`config.mk`:
```
export PLATFORM = sky130hd
export DESIGN_NAME = key_expand_seq
export DESIGN_NICKNAME = d
export VERILOG_FILES = /design/src/rtl/key_expand_seq.sv
export SDC_FILE = /design/constraint.sdc
export NUM_CORES = 2
export LEC_CHECK = 0
export BUFFER_PORTS_ARGS = -buffer_cell sky130_fd_sc_hd__clkbuf_2
export CAP_MARGIN = 20
export CORE_AREA = 2 2 593 595
export DETAILED_ROUTE_END_ITERATION = 10
export DIE_AREA = 0 0 595 597
export PLACE_DENSITY = 0.48
export SYNTH_ARGS = -nofsm -noshare
export SYNTH_HDL_FRONTEND = slang
export SYNTH_SLANG_ARGS = --single-unit
```
`constraint.sdc`:
```
create_clock -name clk -period 126.2 [get_ports clk]
set_clock_uncertainty 0.05 [all_clocks]
set_input_delay 12.62 -clock clk [delete_from_list [all_inputs] [get_ports clk]]
set_output_delay 12.62 -clock clk [all_outputs]
set_load 0.02 [all_outputs]
```
`src/rtl/key_expand_seq.sv`:
```
// Iterative AES-128 key schedule: one round key per clock into a registered 1408-bit bus.
// Round 0 (cipher key) sits at [1407:1280] and round 10 at [127:0]. A start pulse begins a 10-cycle expansion, and done holds until the next start.

module aes_sbox (
  input  logic [7:0] a,
  output logic [7:0] d
);
  localparam logic [0:255][7:0] TBL = 2048'h637c777bf26b6fc53001672bfed7ab76_ca82c97dfa5947f0add4a2af9ca472c0_b7fd9326363ff7cc34a5e5f171d83115_04c723c31896059a071280e2eb27b275_09832c1a1b6e5aa0523bd6b329e32f84_53d100ed20fcb15b6acbbe394a4c58cf_d0efaafb434d338545f9027f503c9fa8_51a3408f929d38f5bcb6da2110fff3d2_cd0c13ec5f974417c4a77e3d645d1973_60814fdc222a908846eeb814de5e0bdb_e0323a0a4906245cc2d3ac629195e479_e7c8376d8dd54ea96c56f4ea657aae08_ba78252e1ca6b4c6e8dd741f4bbd8b8a_703eb5664803f60e613557b986c11d9e_e1f8981169d98e949b1e87e9ce5528df_8ca1890dbfe6426841992d0fb054bb16;

  assign d = TBL[a];
endmodule

module key_expand_seq #(
  parameter int NR = 10
) (
  input  logic          clk,
  input  logic          rst,
  input  logic          start,
  input  logic [127:0]  key_in,
  output logic          busy,
  output logic          done,
  output logic [3:0]    round,
  output logic [1407:0] words
);
  typedef enum logic [1:0] {S_IDLE, S_EXPAND, S_DONE} state_t;

  localparam logic [3:0] LAST = 4'(NR);

  state_t       state;
  logic [7:0]   rcon;
  logic [127:0] prev;
  logic [127:0] nxt;
  logic [31:0]  rot;
  logic [31:0]  sub;
  logic [31:0]  g;
  logic [31:0]  n0, n1, n2, n3;
  logic [7:0]   rcon_nxt;
  logic [3:0]   round_nxt;

  // Previous round key is whichever slot the round counter points at.
  always_comb begin
    prev = '0;
    for (int i = 0; i <= NR; i++) begin
      if (round == 4'(i)) prev = words[1407-128*i -: 128];
    end
  end

  assign rot = {prev[23:0], prev[31:24]};

  aes_sbox u_sb3 (.a(rot[31:24]), .d(sub[31:24]));
  aes_sbox u_sb2 (.a(rot[23:16]), .d(sub[23:16]));
  aes_sbox u_sb1 (.a(rot[15:8]),  .d(sub[15:8]));
  aes_sbox u_sb0 (.a(rot[7:0]),   .d(sub[7:0]));

  assign g         = sub ^ {rcon, 24'h0};
  assign n0        = prev[127:96] ^ g;
  assign n1        = prev[95:64]  ^ n0;
  assign n2        = prev[63:32]  ^ n1;
  assign n3        = prev[31:0]   ^ n2;
  assign nxt       = {n0, n1, n2, n3};
  assign rcon_nxt  = {rcon[6:0], 1'b0} ^ (rcon[7] ? 8'h1b : 8'h00);
  assign round_nxt = round + 4'd1;

  always_ff @(posedge clk or posedge rst) begin
    if (rst) begin
      state <= S_IDLE;
      busy  <= 1'b0;
      done  <= 1'b0;
      round <= 4'd0;
      words <= '0;
      rcon  <= 8'h01;
    end else begin
      case (state)
        S_IDLE, S_DONE: begin
          if (start) begin
            words <= {key_in, 1280'b0};
            round <= 4'd0;
            rcon  <= 8'h01;
            done  <= 1'b0;
            busy  <= 1'b1;
            state <= S_EXPAND;
          end
        end
        S_EXPAND: begin
          if (round != LAST) begin
            for (int i = 1; i <= NR; i++) begin
              if (round_nxt == 4'(i)) words[1407-128*i -: 128] <= nxt;
            end
            round <= round_nxt;
            rcon  <= rcon_nxt;
          end
          if (round_nxt >= LAST) begin
            done  <= 1'b1;
            busy  <= 1'b0;
            state <= S_DONE;
          end
        end
        default: state <= S_IDLE;
      endcase
    end
  end
endmodule

```
==> impl_metrics.tcl <==
set metrics [dict create \
    status "finished, final reports clean" \
    min_to "busy" \
    dp_hpwl_um 476500 \
    async_flop_share_pct 100.0 \
    die_x_um 595 \
    dieArea_um2 355200 \
    initial_core_util_pct 22.61 \
    crit_path_max_fanout 136 \
    grtUsageTotal_pct 34.17 \
    syn_area_um2 78810 \
    rrSetupSlack_ns 116.23 \
    wirelength_um 632500 \
    synth_seq_cells 1424 \
    synth_edf_count 0 \
    synthCells 9086 \
    final_util_pct 28.14 \
    max_freq_ghz 0.06257 \
    first_global_vias 80529 \
    clockBufferDepth 4 \
    report.final.slew_viol_count 0 \
    grt_first_pass_wirelength_um 821900 \
    crit_type "in -> async" \
    post-route-drc-count 0 \
    worstMarginPinSlew_ns 1.337 \
    ys_seq_area_share_pct 45.22 \
    insertion_delay_ns 0.93 \
    hold_viol_final 0 \
    ys.flop_type "dfrtp_1" \
    syn_area_per_cell_um2 8.673 \
    grt_max_degree 148 \
    layout-drive-gt1-share_pct 23.66 \
    final_area_um2 98120 \
    area_delta_synth_final_pct 24.50 \
    holdPathStages 2 \
    period_share_pct 12.66 \
    rsz0062_at_grt "false" \
    io_buffer_count 1544 \
    vias_per_cell 5.804 \
    grt_overflow 0 \
    arrival_ns 16.81 \
    routedWlPerCell_um 42.11 \
    timing.rr.end "words[135]" \
    core_area_um2 348600 \
    cts_hold_buffers 0 \
    r2r_start "round[0]" \
    r2r_cells 24 \
    worstPathRequired_ns 127.03 \
    relSlewSlack_pct 10.87 \
    period_needed_ns 15.98 \
    cts_made_buffers 178 \
    antenna_found_initial 48 \
    drt-initial-drc-count 12465 \
    setup_viol 0 \
    yosys_warnings 0 \
    cts.sinks 1424 \
    hold_start "busy" \
    tns_ns 0 \
    synth_nets 9275 \
    cp-end-kind "async pin" \
    htreeDepth 4 \
    num_rows 217 \
    ioPinCount 1545 \
    hold_path.class "reg -> reg" \
    post_cts_buffers 0 \
    cap_violations 0 \
    nets 10442 \
    ant_nets 0 \
    gp_congestion 1.014 \
    synth_cell_type_count 110 \
    worst_setup_path_start_kind "input port" \
    die_y_um 597 \
    vias 87170 \
    cts_tree "built" \
    first_pass_iters 9 \
    dpl_cell_area_um2 91960 \
    clk_pin_slew_ns 0.06 \
    cts_resized 0 \
    root_buffer "clkbuf_16" \
]
worst max-delay path by stage:
stage | endpoint | cells after the start | start
2_1_floorplan | busy | 1 | rst
6_report | words[306] | 7 | rst
3_3_place_gp | words[1184] | 7 | rst
4_1_cts | words[306] | 7 | rst
5_1_grt | words[306] | 7 | rst
3_5_place_dp | words[306] | 7 | rst
critical path, cell delays in order:
cell and delay, ns:
clkbuf_2 0.12, inv_8 0.31, buf_4 0.54, buf_4 0.63
buf_4 0.74, buf_12 0.57, buf_4 0.87
synth_stat cells (all sizes together), types with 34 or more instances:
library cell	count	area share, %
a221o	71	0.90
dfrtp	1423	45
o211ai	134	1.3
a211oi	157	1.5
o22ai	131	1.0
nor3	193	1.3
clkbuf	577	2.7
o31ai	83	0.83
o21ai	1282	8.2
nor2	439	2.1
mux2i	39	0.50
a311oi	45	0.51
a32oi	39	0.43
ha	58	0.92
nand3	153	0.98
o221ai	49	0.54
nand3b	34	0.32
xnor2	159	1.9
nand2b	53	0.42
o311ai	39	0.43
buf	332	2.4
a31oi	78	0.63
a2111oi	37	0.46
a21oi	359	2.3
inv	77	0.37
nand2	1860	8.9
a22o	303	3.4
a221oi	264	3.0
per-stage QoR:
stage	hold WS, ns	setup slack (ns)	std cells
2_1_floorplan	0.4303	73.37	9086
3_3_place_gp	0.4178	109.17	14660
3_5_place_dp	0.4148	109.18	14666
4_1_cts	0.4375	110.13	14991
5_1_grt	0.4710	109.67	15002
6_report	0.4392	110.22	15020
final cells by class:
type / count / area [µm²]
inverters: 78 / 301.5
flip-flops and latches: 1424 / 35640
clock buffers: 251 / 5120
well taps: 4599 / 5754
multi-input cells: 6675 / 39810
diodes: 23 / 57.56
clock inverters: 74 / 902.1
fillers: 37787 / 250500
repair buffers: 1896 / 10530
registers in the layout (all words and copies together) (netlist names):
signal / count
words: 1408
rcon: 8
done: 1
busy: 1
round: 4
state: 2
kinds of logic (layout without fill, tap and decap cells):
| group | Yosys count | in the layout | share of synthesized area [%] |
|---|---|---|---|
| other | 0 | 23 | 0 |
| AOI/OAI and AO/OA | 3402 | 3402 | 29.14 |
| buffers and inverters | 987 | 2299 | 5.504 |
| adders and majority gates | 58 | 58 | 0.9209 |
| and+or+nand+nor | 2959 | 2959 | 15.93 |
| DFF | 1424 | 1424 | 45.22 |
| muxes | 58 | 58 | 0.7954 |
| xor gates and xnor gates | 198 | 198 | 2.493 |
cells in the final DEF (no fill, tap or decap), types with 69 or more instances in the layout:
cell type  instances
o211ai_1         133
a221oi_1         256
clkbuf_16        179
o31ai_1           77
a31oi_1           75
dfrtp_1         1421
a22o_1           303
a211oi_1         150
clkbuf_2        1544
nor3_1           187
buf_4            333
o21ai_0         1220
nor2_1           410
nand3_1          151
nand2_1         1843
inv_1             69
o22ai_1          129
a21oi_1          348
a221o_1           71
xnor2_1          120
routing by layer:
metal	vias up	track usage, %	share of wire (%)
li1	35709	-	-
met1	44401	41.62	38
met2	5861	51.30	43
met3	1191	10.66	11
met4	8	23.79	8.5
met5	-	0	0.0087
Power is not shown: default switching activity piles up to over one toggle a cycle in this logic, so the estimate is an artifact.
